`config.mk`:
```
export PLATFORM = sky130hd
export DESIGN_NAME = vga_scan_generator
export DESIGN_NICKNAME = d
export VERILOG_FILES = /design/src/rtl/vga_scan_generator_pkg.sv /design/src/rtl/vga_scan_generator_pixel_delay_line.sv /design/src/rtl/vga_scan_generator.sv
export SDC_FILE = /design/constraint.sdc
export NUM_CORES = 1
export LEC_CHECK = 0
export ABC_AREA = 0
export CAP_MARGIN = 0
export CORE_MARGIN = 2
export CORE_UTILIZATION = 26
export CTS_CLUSTER_SIZE = 14
export DETAILED_ROUTE_END_ITERATION = 10
export PLACE_DENSITY = 0.59
export SYNTH_ARGS = -nofsm -noshare
export SYNTH_HDL_FRONTEND = slang
export SYNTH_SLANG_ARGS = --single-unit
```
`constraint.sdc`:
```
create_clock -name clk -period 1.85 [get_ports clk]
set_input_delay 0.37 -clock clk [delete_from_list [all_inputs] [get_ports clk]]
set_output_delay 0.37 -clock clk [all_outputs]
set_load 0.01 [all_outputs]
```
`src/rtl/vga_scan_generator_pkg.sv`:
```
// rtl/vga_scan_generator_pkg.sv - VGA 640x480 raster timing constants, timing struct and RGB332 expansion
package vga_scan_generator_pkg;

  localparam int H_ACTIVE = 640;
  localparam int H_FRONT  = 16;
  localparam int H_SYNC   = 96;
  localparam int H_BACK   = 48;
  localparam int H_TOTAL  = H_ACTIVE + H_FRONT + H_SYNC + H_BACK;

  localparam int V_ACTIVE = 480;
  localparam int V_FRONT  = 10;
  localparam int V_SYNC   = 2;
  localparam int V_BACK   = 33;
  localparam int V_TOTAL  = V_ACTIVE + V_FRONT + V_SYNC + V_BACK;

  localparam logic [7:0] COLOR_TRANSPARENT = 8'hFF;

  // hs/vs are held active-high here; polarity is applied only at the output register
  typedef struct packed {
    logic active;
    logic hs;
    logic vs;
  } vga_timing_t;

  function automatic logic [23:0] rgb332_expand(input logic [7:0] rgb);
    return {rgb[7:5], rgb[7:5], rgb[7:6],
            rgb[4:2], rgb[4:2], rgb[4:3],
            {4{rgb[1:0]}}};
  endfunction

endpackage

```
`src/rtl/vga_scan_generator_pixel_delay_line.sv`:
```
// rtl/vga_scan_generator_pixel_delay_line.sv - async-reset shift register aligning timing with returning colour
module pixel_delay_line #(
  parameter int WIDTH = 1,
  parameter int DEPTH = 1
) (
  input  logic             clk,
  input  logic             resetN,
  input  logic [WIDTH-1:0] rstValue,
  input  logic [WIDTH-1:0] dataIn,
  output logic [WIDTH-1:0] dataOut
);

  generate
    if (DEPTH == 0) begin : g_pass
      logic unused_pass;
      assign unused_pass = ^{clk, resetN, rstValue};
      assign dataOut = dataIn;
    end else begin : g_shift
      logic [WIDTH-1:0] stages [DEPTH];

      always_ff @(posedge clk or negedge resetN) begin
        if (!resetN) begin
          for (int i = 0; i < DEPTH; i++) stages[i] <= rstValue;
        end else begin
          stages[0] <= dataIn;
          for (int i = 1; i < DEPTH; i++) stages[i] <= stages[i-1];
        end
      end

      assign dataOut = stages[DEPTH-1];
    end
  endgenerate

endmodule

```
`src/rtl/vga_scan_generator.sv`:
```
// rtl/vga_scan_generator.sv - VGA raster counter, pixel coordinate source and aligned sync/colour output stage
module vga_scan_generator #(
  parameter int   H_ACTIVE    = vga_scan_generator_pkg::H_ACTIVE,
  parameter int   H_FRONT     = vga_scan_generator_pkg::H_FRONT,
  parameter int   H_SYNC      = vga_scan_generator_pkg::H_SYNC,
  parameter int   H_BACK      = vga_scan_generator_pkg::H_BACK,
  parameter int   V_ACTIVE    = vga_scan_generator_pkg::V_ACTIVE,
  parameter int   V_FRONT     = vga_scan_generator_pkg::V_FRONT,
  parameter int   V_SYNC      = vga_scan_generator_pkg::V_SYNC,
  parameter int   V_BACK      = vga_scan_generator_pkg::V_BACK,
  parameter logic SYNC_ACTIVE = 1'b0,
  parameter int   PIPE_DELAY  = 2
) (
  input  logic               clk,
  input  logic               resetN,
  input  logic [7:0]         RGBIn,
  output logic signed [10:0] pixelX,
  output logic signed [10:0] pixelY,
  output logic               startOfFrame,
  output logic               hSync,
  output logic               vSync,
  output logic               blankN,
  output logic [7:0]         red,
  output logic [7:0]         green,
  output logic [7:0]         blue
);
  import vga_scan_generator_pkg::*;

  localparam logic [10:0] H_VIS      = 11'(H_ACTIVE);
  localparam logic [10:0] H_LAST     = 11'(H_ACTIVE + H_FRONT + H_SYNC + H_BACK - 1);
  localparam logic [10:0] HS_FIRST   = 11'(H_ACTIVE + H_FRONT);
  localparam logic [10:0] HS_LAST    = 11'(H_ACTIVE + H_FRONT + H_SYNC - 1);
  localparam logic [10:0] V_VIS      = 11'(V_ACTIVE);
  localparam logic [10:0] V_LAST     = 11'(V_ACTIVE + V_FRONT + V_SYNC + V_BACK - 1);
  localparam logic [10:0] VS_FIRST   = 11'(V_ACTIVE + V_FRONT);
  localparam logic [10:0] VS_LAST    = 11'(V_ACTIVE + V_FRONT + V_SYNC - 1);

  logic [10:0] hCount;
  logic [10:0] vCount;
  vga_timing_t timingRaw;
  vga_timing_t timingQ;
  vga_timing_t timingDelayed;

  always_ff @(posedge clk or negedge resetN) begin
    if (!resetN) begin
      hCount <= '0;
      vCount <= '0;
    end else if (hCount == H_LAST) begin
      hCount <= '0;
      vCount <= (vCount == V_LAST) ? 11'd0 : vCount + 11'd1;
    end else begin
      hCount <= hCount + 11'd1;
    end
  end

  always_comb begin
    timingRaw        = '0;
    timingRaw.active = (hCount < H_VIS) && (vCount < V_VIS);
    timingRaw.hs     = (hCount >= HS_FIRST) && (hCount <= HS_LAST);
    timingRaw.vs     = (vCount >= VS_FIRST) && (vCount <= VS_LAST);
  end

  // Timing is registered alongside pixelX/pixelY so both leave in the same cycle and reset to blank
  always_ff @(posedge clk or negedge resetN) begin
    if (!resetN) begin
      pixelX       <= '0;
      pixelY       <= '0;
      startOfFrame <= 1'b0;
      timingQ      <= '0;
    end else begin
      pixelX       <= $signed(hCount);
      pixelY       <= $signed(vCount);
      startOfFrame <= (hCount == 11'd0) && (vCount == V_VIS);
      timingQ      <= timingRaw;
    end
  end

  pixel_delay_line #(
    .WIDTH($bits(vga_timing_t)),
    .DEPTH(PIPE_DELAY)
  ) u_timing_delay (
    .clk      (clk),
    .resetN   (resetN),
    .rstValue ('0),
    .dataIn   (timingQ),
    .dataOut  (timingDelayed)
  );

  always_ff @(posedge clk or negedge resetN) begin
    if (!resetN) begin
      blankN              <= 1'b0;
      hSync               <= !SYNC_ACTIVE;
      vSync               <= !SYNC_ACTIVE;
      {red, green, blue}  <= '0;
    end else begin
      blankN <= timingDelayed.active;
      hSync  <= timingDelayed.hs ? SYNC_ACTIVE : !SYNC_ACTIVE;
      vSync  <= timingDelayed.vs ? SYNC_ACTIVE : !SYNC_ACTIVE;
      if (timingDelayed.active && (RGBIn != COLOR_TRANSPARENT))
        {red, green, blue} <= rgb332_expand(RGBIn);
      else
        {red, green, blue} <= '0;
    end
  end

endmodule
```
; Yosys cells after proc, flatten, opt, wreduce, memory -nomap -nowiden
; Index checks and enable logic that the tools add are counted.
[word_totals]
register_bits = 81
in_bits = 10
output_inout_bits = 50
word_cells = 41
[classes]
n_addsub = 2
n_lt_le_gt_ge = 6
eq_ne = 4
n_mux = 7
reduce_logical = 6
[op_table]
columns = operator, n
row1 = $mux 8, 3
row2 = $add 11x1->11 const B, 2
row3 = $eq 11x10->1 const B, 2
row4 = $mux 11, 2
row5 = $eq 11x9->1 const B, 1
row6 = $ge 11x10->1 const B, 1
row7 = $ge 11x9->1 const B, 1
row8 = $le 11x10->1 const B, 1
row9 = $le 11x9->1 const B, 1
row10 = $logic_not 11->1, 1
row11 = $lt 11x10->1 const B, 1
row12 = $lt 11x9->1 const B, 1
row13 = $ne 8x8->1 const B, 1
row14 = $logic_and 1x1->1, 5
row15 = $mux 1, 2

; Logic depth before layout (Yosys ltp)
[depth]
ltp_word = 3
mapped_depth = 6

; Worst setup path before layout
; No wires, ideal clock.
[synth_path]
kind = register to register
from = register vCount[0]
to = register vCount[3]
t_arrival_ns = 1.461
required_time_ns = 1.722
path_slack_ns = 0.260
path_stages_with_launch = 7
synth_period_minus_slack_ns = 1.590
cell_sequence = dfrtp_1 inv_1 ha_1 nor4bb_1 nand4_1 a31oi_1 o31ai_1
[synth_via]
elab_chain_len = 2
elab_cells_between_ends = 3
classes_between = add/sub (1) / eq/ne (1) / mux (1)
[synth_lines]
columns = item, line
row1 = from (decl), vga_scan_generator.sv:39  ; logic [10:0] vCount;
row2 = from (signal assigned), vga_scan_generator.sv:50  ; vCount <= (vCount == V_LAST) ? 11'd0 : vCount + 11'd1;
row3 = $add 11x1->11 / $eq 11x10->1 (equally long branches), vga_scan_generator.sv:50
row4 = $mux 11 *, vga_scan_generator.sv:50
; Mark *: on every way between the ends. The rest lies on a longest branch, timed or not.
; A chain may end at the register's enable or synchronous reset.

; Final worst setup path
[layout_path]
from = register hSync
to = output hSync
[layout_rtl]
columns = item, line
row1 = from (decl), vga_scan_generator.sv:20  ; output logic hSync,
row2 = from (signal assigned), vga_scan_generator.sv:92  ; hSync <= !SYNC_ACTIVE;
row3 = from (signal assigned), vga_scan_generator.sv:97  ; hSync <= timingDelayed.hs ? SYNC_ACTIVE : !SYNC_ACTIVE;
; No word-level cell between the ends.

==> impl_metrics.env <==
export IMPL_status="completed"
export IMPL_cp_start_kind="flop"
export IMPL_gp_congestion=0.8107
export IMPL_antenna_left=0
export IMPL_overflow=0
export IMPL_wirelength_um=5256
export IMPL_die_h_um=103.1
export IMPL_cts_buffer_depth=2
export IMPL_synthCells=201
export IMPL_endpoint_kind="primary output"
export IMPL_grt_pass1_vias=1673
export IMPL_drive_gt1_share_pct=13.21
export IMPL_grt_pass1_wl_um=8362
export IMPL_wire_per_inst_um=13.21
export IMPL_critical_path_class="flop to primary output"
export IMPL_critical_path_slowest_cell="clkdlybuf4s50_1"
export IMPL_cp_num_buf_inv=1
export IMPL_hold_class="flop to flop"
export IMPL_crit_chain="clkdlybuf4s50_1"
export IMPL_combPwrFrac_pct=4.8
export IMPL_p_leak_nw=1.497
export IMPL_cts_sinks=65
export IMPL_holdWs_ns=0.3489
export IMPL_vias=1697
export IMPL_async_flop_share_pct=100.0
export IMPL_rr_worst_depth=5
export IMPL_synth_nets=215
export IMPL_synth_avg_cell_area_um2=12.69
export IMPL_powerDensity_nw_per_um2=807.0
export IMPL_synth_simple_area_share_pct=17.75
export IMPL_slew_viol_final=0
export IMPL_crit_arrival_ns=1.38
export IMPL_ir_worst_vdd_mv=0.3362
export IMPL_max_clock_freq_ghz=0.5720
export IMPL_insertion_delay_ns=0.34
export IMPL_portBuffers=59
export IMPL_core_um2=9639
export IMPL_cts_root_buffer="clkbuf_8"
export IMPL_clkPwrFrac_pct=43.4
export IMPL_antenna_found_initial=0
export IMPL_synth_area_um2=2551
export IMPL_hpwlAfterDp_um=3662
export IMPL_initial_core_util_pct=26.47
export IMPL_ys_seq_area_share_pct=63.85
export IMPL_synthAdderAreaFrac_pct=1.962
export IMPL_r2r_start="hCount[0]"
export IMPL_cp_depth=1
export IMPL_finalSetupViolCount=0
export IMPL_relSlewSlack_pct=66.86
export IMPL_die_area_um2=10620
export IMPL_hold_violations=0
export IMPL_ys_flop_type="dfrtp_1"
export IMPL_crit_start="hSync"
export IMPL_synth_edf_count=0
export IMPL_numCtsBuffers=9
export IMPL_yosysUniqueCellTypes=42
export IMPL_crit_family="buffers and inverters"
export IMPL_pin_count=60
export IMPL_max_stage_delay_ns=0.53
export IMPL_internal_power_w=0.002196
export IMPL_crit_required_ns=1.48
export IMPL_grt_util_met1_pct=13.84
export IMPL_clk_pin_slew_ns=0.07
export IMPL_cts_tree="done"
export IMPL_grtUsageMet2_pct=15.83
export IMPL_busiest_layer="met2"
export IMPL_post_route_min_period_ns=1.748
export IMPL_rsz0062_at_grt="false"
export IMPL_synth_top_family_by_area="simple AND/OR/NAND/NOR gates"
export IMPL_track_usage_pct=10.75
export IMPL_grt_max_degree=30
export IMPL_antennaDiodeCount=0
export IMPL_ys_warnings_count=0
export IMPL_fin_setup_tns_ns=0
export IMPL_crit_fanout=1
export IMPL_rows=36
export IMPL_skew_ns=0.01004
export IMPL_viasPerCell=4.264
export IMPL_hold_start="u_timing_delay.g_shift.stages[4]"
export IMPL_p_switching_w=0.0005790
export IMPL_dieWidth_um=103.1
export IMPL_grt_met3_usage_pct=4.000
export IMPL_cap_violations=0
export IMPL_synth_compound_area_share_pct=3.286
export IMPL_drc_errors=0
export IMPL_firstDrtPassIters=4
export IMPL_postCtsSetupRepairBufs=0
export IMPL_synth_xor_area_share_pct=4.806
export IMPL_netSwitchingFraction_pct=20.87
export IMPL_synth_mux_area_share_pct=0.3923
export IMPL_nets=274
export IMPL_fin_crit_sh_pct=94.49
export IMPL_worstMarginPinSlew_ns=0.4971
export IMPL_drt_iter0_drc=53
export IMPL_synth_seq_cells=65
export IMPL_seqPwrFrac_pct=51.8
export IMPL_htreeDepth=3
export IMPL_whs_path_depth=0
export IMPL_area_growth_pct=34.77
==> cells in the mapped netlist (3+ instances only) <==
master   instances  area share [%]
dfrtp_1         63              62
buf_4           17             5.0
nand4_1         13             3.2
nor2_1          11             1.6
and2_1           9             2.2
inv_1            9             1.3
nand2_1          9             1.3
xnor2_1          7             2.4
xor2_1           7             2.4
nand3_1          6             1.2
and3_1           4            0.98
ha_1             4             2.0
nor3_1           4            0.78
nor4_1           3            0.74
o21ai_0          3            0.59
==> per-layer routing <==
metal	vias to the layer above	wire length (um)
met1	829	2464
met4	0	89
li1	799	-
met2	61	2380
met3	8	322
met5	-	0
==> cells in the final DEF, fill, tap and decap left out, drive strengths merged, types with 2 or more instances in the layout <==
| cell type | n |
|---|---|
| nand4 | 13 |
| nand3 | 7 |
| a21oi | 2 |
| dfstp | 2 |
| xor2 | 7 |
| and4 | 3 |
| nor3 | 5 |
| clkinv | 2 |
| nand2 | 10 |
| xnor2 | 7 |
| a31oi | 2 |
| and2 | 10 |
| nor2 | 11 |
| clkbuf | 13 |
| inv | 9 |
| and3 | 7 |
| clkdlybuf4s50 | 58 |
| dfrtp | 63 |
| nor4 | 4 |
| ha | 4 |
| o21ai | 3 |
| buf | 10 |
==> state kept, by name, indices dropped and copies added (netlist names) <==
register / flops
vSync: 1
blankN: 1
hSync: 1
green: 3
startOfFrame: 1
pixelX: 11
red: 3
u_timing_delay.dataOut: 3
u_timing_delay.g_shift.stages: 3
blue: 2
timingQ: 3
hCount: 11
pixelY: 11
vCount: 11
==> power groups by stage <==
stage / registers (W) / logic, W / clock network, W
after floorplan: 0.00147 / 0.0000424 / 0
after global placement: 0.00146 / 0.000131 / 0
after detailed placement: 0.00146 / 0.000134 / 0
after CTS: 0.00144 / 0.000136 / 0.00125
after global routing: 0.00144 / 0.000147 / 0.00132
final: 0.00144 / 0.000132 / 0.00121
==> cells by family after synthesis <==
kind of cell             Yosys count
flip-flops                        65
XOR/XNOR                          14
adder cells (fa/ha/maj)            4
multiplexers                       1
AND/OR/NAND/NOR                   74
buffers and inverters             30
AO/OA/AOI/OAI                     13
==> repair_timing <==
item / 4_1_cts / 5_1_grt
hold buffers: 1 / 0
endpoints found under the setup margin: 0 / 2
hold endpoints to repair: 3 / 0
gates resized for setup: 0 / 2
==> worst paths after layout <==
kind	end	slack, ns
setup / recovery	hSync	0.10
hold / removal	u_timing_delay.dataOut[1]	0.35
setup reg to reg	vCount[8]	0.18
hold reg to reg	u_timing_delay.dataOut[1]	0.35
max in group asynchronous	vCount[4]	0.67
min in group asynchronous	vCount[8]	0.55
==> per-stage QoR <==
stage	instances	instance area (um2)	worst slack [ns]	utilization, %	power [W]
final	398	3438	0.1019	35.67	0.002775
after global routing	398	3438	0.03109	35.67	0.002905
after CTS	398	3423	0.07481	35.51	0.002822
after detailed placement	381	3214	0.1314	33.35	0.001598
after global placement	381	3214	0.2327	33.35	0.001594
after floorplan	201	2551	0.2602	-	0.001511
==> final cells by class <==
cell class | instances | area (um2)
fill | 988 | 6201
inverter | 9 | 33.78
sequential | 65 | 1629
clock buffer | 13 | 158.9
multi-input combinational | 106 | 734.5
clock inverter | 3 | 40.04
tap | 133 | 166.4
timing repair buffer | 69 | 675.6
No activity file was read; power rests on OpenSTA's default activity.
